[config.mk]
export PLATFORM = sky130hd
export DESIGN_NAME = shift8_seq_flat
export DESIGN_NICKNAME = d
export VERILOG_FILES = /design/src/rtl/shift8_seq_pkg.sv /design/src/rtl/shift8_seq_if.sv /design/src/rtl/shift8_seq_shifter8.sv /design/src/rtl/shift8_seq.sv /design/src/flat_wrapper.sv
export SDC_FILE = /design/constraint.sdc
export NUM_CORES = 1
export LEC_CHECK = 0
export CAP_MARGIN = 20
export CORE_ASPECT_RATIO = 1.5
export CORE_MARGIN = 4
export CORE_UTILIZATION = 29
export CTS_BUF_LIST = sky130_fd_sc_hd__clkbuf_8
export CTS_CLUSTER_SIZE = 24
export DETAILED_ROUTE_END_ITERATION = 16
export MAX_ROUTING_LAYER = met4
export SLEW_MARGIN = 5
export SYNTH_ARGS = -nofsm -noshare
export SYNTH_HDL_FRONTEND = slang
export SYNTH_SLANG_ARGS = --single-unit
[constraint.sdc]
create_clock -name clk -period 1.65 [get_ports clk]
set_input_delay 0.2475 -clock clk [delete_from_list [all_inputs] [get_ports clk]]
set_output_delay 0.2475 -clock clk [all_outputs]
set_load 0.1 [all_outputs]
[src/rtl/shift8_seq_pkg.sv]
// shift8_seq_pkg
//   Shared definitions for the sequential 8-bit shift unit:
//   operation encodings, FSM state encodings, the per-step shift
//   limit of the combinational stage, and the step clamp helper.
package shift8_seq_pkg;

  typedef enum logic [1:0] {
    OP_LSL  = 2'b00,
    OP_LSR  = 2'b01,
    OP_ASR  = 2'b10,
    OP_PASS = 2'b11
  } op_e;

  typedef enum logic [1:0] {
    ST_IDLE  = 2'b00,
    ST_SHIFT = 2'b01,
    ST_DONE  = 2'b10
  } state_e;

  // Largest shift the combinational stage performs in one cycle.
  localparam int unsigned STEP_LIMIT = 3;

  // Amount to take from the remaining total this cycle.
  function automatic logic [1:0] clamp_step(input logic [2:0] rem);
    if (rem > 3'(STEP_LIMIT)) begin
      return 2'(STEP_LIMIT);
    end
    return rem[1:0];
  endfunction

endpackage

[src/rtl/shift8_seq_if.sv]
// shift8_seq_if
//   Start/done handshake bundle of shift8_seq.
//   start  : request, sampled only in IDLE or DONE
//   op     : 00 LSL, 01 LSR, 10 ASR, 11 pass
//   d_in   : operand, latched on accepted start
//   shamt  : total shift amount 0-7, latched on accepted start
//   busy   : high while shifting
//   done   : one-cycle pulse, result valid on d_out
//   d_out  : working register / final result
//   master : requester side; slave : shift8_seq side.
interface shift8_seq_if;

  logic       start;
  logic [1:0] op;
  logic [7:0] d_in;
  logic [2:0] shamt;
  logic       busy;
  logic       done;
  logic [7:0] d_out;

  modport master (
    output start,
    output op,
    output d_in,
    output shamt,
    input  busy,
    input  done,
    input  d_out
  );

  modport slave (
    input  start,
    input  op,
    input  d_in,
    input  shamt,
    output busy,
    output done,
    output d_out
  );

endinterface

[src/rtl/shift8_seq_shifter8.sv]
// shifter8
//   Combinational 8-bit shift stage, 0-3 positions per use.
//   d  : operand
//   op : LSL (zero-fill LSBs), LSR (zero-fill MSBs),
//        ASR (replicate d[7] into MSBs), PASS (no shift)
//   sh : shift amount 0-3
//   q  : shifted result
module shifter8
  import shift8_seq_pkg::*;
(
  input  logic [7:0] d,
  input  op_e        op,
  input  logic [1:0] sh,
  output logic [7:0] q
);

  logic [7:0] fill_mask;

  // Ones in the MSB positions vacated by a right shift.
  assign fill_mask = ~(8'hFF >> sh);

  always_comb begin
    q = d;
    case (op)
      OP_LSL:  q = d << sh;
      OP_LSR:  q = d >> sh;
      OP_ASR:  q = (d >> sh) | (fill_mask & {8{d[7]}});
      OP_PASS: q = d;
      default: q = d;
    endcase
  end

endmodule

[src/rtl/shift8_seq.sv]
// shift8_seq
//   Sequential 8-bit shift unit. Accepts a total shift of 0-7 and
//   applies it in steps of at most 3 through one shifter8 stage,
//   registering the stage output back into the working register.
//   clk   : rising-edge clock
//   reset : asynchronous, active-high reset
//   bus   : start/done handshake (slave side), see shift8_seq_if
//   Latency: N = max(1, ceil(shamt/3)) SHIFT cycles, then a one-cycle
//   done pulse; a start during done begins the next operation at once.
module shift8_seq
  import shift8_seq_pkg::*;
(
  input  logic         clk,
  input  logic         reset,
  shift8_seq_if.slave  bus
);

  state_e     state, state_d;
  logic [7:0] work, work_d;
  logic [2:0] rem, rem_d;
  op_e        op_r, op_d;

  logic [1:0] rem_step;
  logic [1:0] shift_step;
  logic [2:0] rem_next;
  logic [7:0] shifted;

  // Pass always finishes after one step-0 cycle regardless of the
  // latched amount, so its remaining count is cleared rather than
  // decremented (a step of 0 would otherwise never drain it).
  assign rem_step   = clamp_step(rem);
  assign shift_step = (op_r == OP_PASS) ? 2'd0 : rem_step;
  assign rem_next   = (op_r == OP_PASS) ? 3'd0 : (rem - {1'b0, rem_step});

  shifter8 u_shifter (
    .d  (work),
    .op (op_r),
    .sh (shift_step),
    .q  (shifted)
  );

  always_ff @(posedge clk or posedge reset) begin
    if (reset) begin
      state <= ST_IDLE;
      work  <= '0;
      rem   <= '0;
      op_r  <= OP_LSL;
    end else begin
      state <= state_d;
      work  <= work_d;
      rem   <= rem_d;
      op_r  <= op_d;
    end
  end

  always_comb begin
    state_d = state;
    work_d  = work;
    rem_d   = rem;
    op_d    = op_r;
    case (state)
      ST_IDLE, ST_DONE: begin
        if (bus.start) begin
          work_d  = bus.d_in;
          rem_d   = bus.shamt;
          op_d    = op_e'(bus.op);
          state_d = ST_SHIFT;
        end else begin
          state_d = ST_IDLE;
        end
      end
      ST_SHIFT: begin
        work_d = shifted;
        rem_d  = rem_next;
        if (rem_next == 3'd0) begin
          state_d = ST_DONE;
        end
      end
      default: state_d = ST_IDLE;
    endcase
  end

  assign bus.busy  = (state == ST_SHIFT);
  assign bus.done  = (state == ST_DONE);
  assign bus.d_out = work;

endmodule
[src/flat_wrapper.sv]
// flat-port wrapper written by rule: the top's interface ports become plain ports
module shift8_seq_flat import shift8_seq_pkg::*;
  (clk, reset, bus_start, bus_op, bus_d_in, bus_shamt, bus_busy, bus_done, bus_d_out);
  shift8_seq_if bus_i ();
  input  logic clk;
  input  logic reset;
  input wire logic [$bits(bus_i.start)-1:0] bus_start;
  input wire logic [$bits(bus_i.op)-1:0] bus_op;
  input wire logic [$bits(bus_i.d_in)-1:0] bus_d_in;
  input wire logic [$bits(bus_i.shamt)-1:0] bus_shamt;
  output wire logic [$bits(bus_i.busy)-1:0] bus_busy;
  output wire logic [$bits(bus_i.done)-1:0] bus_done;
  output wire logic [$bits(bus_i.d_out)-1:0] bus_d_out;
  assign bus_i.start = bus_start;
  assign bus_i.op = bus_op;
  assign bus_i.d_in = bus_d_in;
  assign bus_i.shamt = bus_shamt;
  assign bus_busy = bus_i.busy;
  assign bus_done = bus_i.done;
  assign bus_d_out = bus_i.d_out;
  shift8_seq u_core (.clk(clk), .reset(reset), .bus(bus_i));
endmodule
==> results.json <==
{
  "outcome": "finished with violations",
  "failed_checks": "negative setup slack",
  "yosysSeqAreaShare": 0.276,
  "grt_pass1_vias": 1698,
  "cts_tree": "done",
  "clock-sinks": 15,
  "arrival_ns": 1.88,
  "dpl.hpwl_um": 3730,
  "hold_buffers": 0,
  "routed_wl_um": 5350,
  "tns_ns": -0.228,
  "use_met2": 0.333,
  "yosys-top-cells-count": "nor2_1, dfrtp_1, nand2_1",
  "io_pins": 26,
  "synth_most_common_cell": "nor2_1",
  "netlist_instances": 167,
  "crit_family": "simple AND/OR/NAND/NOR gates",
  "crit_path_end_kind": "register",
  "async_flop_share": 1.00,
  "synth_top_area_frac": 0.276,
  "synth.distinct_cells": 52,
  "final.setup_skew_ns": 0.00230,
  "dp_cells": 284,
  "cp_slowest_cell": "or4b_4",
  "clk_pin_slew_ns": 0.07,
  "areaGrowthSynthToFinish_pct": 76.3,
  "hold_path.class": "primary input to asynchronous set/reset pin",
  "rsz0062_at_grt": "yes",
  "setup_ws_ns": -0.0851,
  "root_buffer": "clkbuf_8",
  "synth_ff_type": "dfrtp_1",
  "fmax_ghz": 0.576,
  "synth_area_leaders": "dfrtp_1, nor2_1, mux2i_1, ha_1, nand2_1",
  "critPathRequiredTime_ns": 1.80,
  "gr-usage-met3": 0.0147,
  "path_max_fanout": 7,
  "fin_crit_ns": 1.74,
  "wire_per_inst_um": 17.7,
  "grt_pass1_wl_um": 8390,
  "path_class": "register to register",
  "nets": 260,
  "worstSkewPairLatency_ns": 0.25,
  "critPathLaunchType": "register",
  "htree_levels": 1,
  "max_stage_delay_ns": 0.50,
  "n_fill_cell": 414,
  "use_met1": 0.199,
  "fin_crit_sh": 1.05,
  "drtPass1Iterations": 4,
  "synth-seq-cells": 15,
  "synth_warnings": 0,
  "avgSynthCellArea_um2": 8.14,
  "vias_per_cell": 5.42,
  "cts_buffers": 3,
  "hold_violations": 0,
  "vias": 1641,
  "antenna_left": 0,
  "synth_edf_count": 0,
  "syn_area_um2": 1360,
  "die_y_um": 91.8,
  "busiest_layer": "met2",
  "drv_slew": 0,
  "grt_overflow_total": 0,
  "syn-num-nets": 187,
  "core-area_um2": 4540,
  "grt.total_usage": 0.187,
  "start_util": 0.299,
  "port_buffers": 25,
  "drive_above_1_share": 0.464,
  "route.detailed.drc": 0,
  "tightest_slew_ns": 0.382,
  "final_cells": 303,
  "finalSetupViolCount": 8,
  "clock_path_buffers": 2,
  "grt_max_degree": 16,
  "antenna_found_initial": 0,
  "slew_headroom": 0.742,
  "rows": 30,
  "dieArea_um2": 5870,
  "critPathBufInv": 0,
  "diodes": 0,
  "yosys.area.top_type": "dfrtp_1",
  "max-cap-violations": 0,
  "dr.first_iter.drc_count": 76,
  "fp.dieW_um": 63.9,
  "gp_congestion": 0.930,
  "path_cells": "ha_4 > or4b_4 > o211ai_1 > o311a_1 > nor2_1"
}
layout make-up:
class,count,area [um2],share of cell area
Multi-Input combinational cell,131,1040,0.435
Timing Repair Buffer,80,802,0.335
Sequential cell,15,388,0.162
Tap cell,64,80.1,0.0334
Clock buffer,3,41.3,0.0172
Inverter,9,38.8,0.0162
Clock inverter,1,3.75,0.00157
metal layers:
| layer | share of wire | wire length [um] |
|---|---|---|
| met2 | 0.54 | 2900 |
| met3 | 0.039 | 208 |
| met4 | 0.047 | 254 |
| met1 | 0.37 | 1980 |
| met5 | 0 | 0 |
stage by stage:
step,utilization,instance area (um2),hold WS [ns],setup WS (ns)
2_1_floorplan,-,1370,0.149,-0.0787
3_3_place_gp,0.450,2040,0.493,-0.181
3_5_place_dp,0.450,2040,0.507,-0.216
5_1_grt,0.528,2400,0.265,-0.107
4_1_cts,0.496,2250,0.232,-0.0653
6_report,0.528,2400,0.227,-0.0851
path summary, 6_finish.rpt:
check	start	endpoint	slack [ns]	cells after the start
min	reset	u_core.op_r[0]$_DFFE_PP0P_	0.23	2
max reg2reg	u_core.op_r[1]$_DFFE_PP0P_	u_core.bus.d_out[1]$_DFFE_PP0P_	-0.09	5
max in group asynchronous	reset	u_core.bus.d_out[5]$_DFFE_PP0P_	0.95	3
min in group clk	bus_shamt[1]	u_core.rem[1]$_DFFE_PP0P_	0.53	3
max	u_core.op_r[1]$_DFFE_PP0P_	u_core.bus.d_out[1]$_DFFE_PP0P_	-0.09	5
min reg2reg	u_core.bus.d_out[7]$_DFFE_PP0P_	u_core.bus.d_out[7]$_DFFE_PP0P_	0.66	1
placed cells by master, fill, tap and decap left out, drive strengths merged, types with 2 or more instances in the layout:
cell	instances
buf	65
nor2	23
clkdlybuf4s50	15
dfrtp	15
nand2	13
o21ai	12
inv	9
a21oi	9
nor3	7
mux2i	6
nand2b	5
o22ai	4
o221ai	4
ha	4
o21bai	3
nor2b	3
clkbuf	3
a22oi	3
o32ai	2
nand4	2
o211ai	2
a22o	2
a31oi	2
a221o	2
nor3b	2
a311oi	2
sequential cells by signal, summed over array words and instances, names as in the netlist:
name and flops:
u_core.bus.d_out 8, u_core.op_r 2, u_core.rem 3, u_core.state 2
kinds of logic after synthesis:
| logic type | Yosys count | share of synthesized area |
|---|---|---|
| simple gates | 62 | 0.244 |
| fa+ha+maj | 4 | 0.0368 |
| compound gates | 58 | 0.312 |
| flops | 15 | 0.276 |
| mux | 7 | 0.0525 |
| buf+inv | 21 | 0.0783 |
what timing repair did:
action / CTS / global route
endpoints found under the setup margin: 12 / 11
pin swaps: 13 / 13
resized for setup: 22 / 24
buffers inserted: 8 / 6
gates cloned: 1 / 0
Power is not shown: default switching activity piles up to over one toggle a cycle in this logic, so the estimate is an artifact.
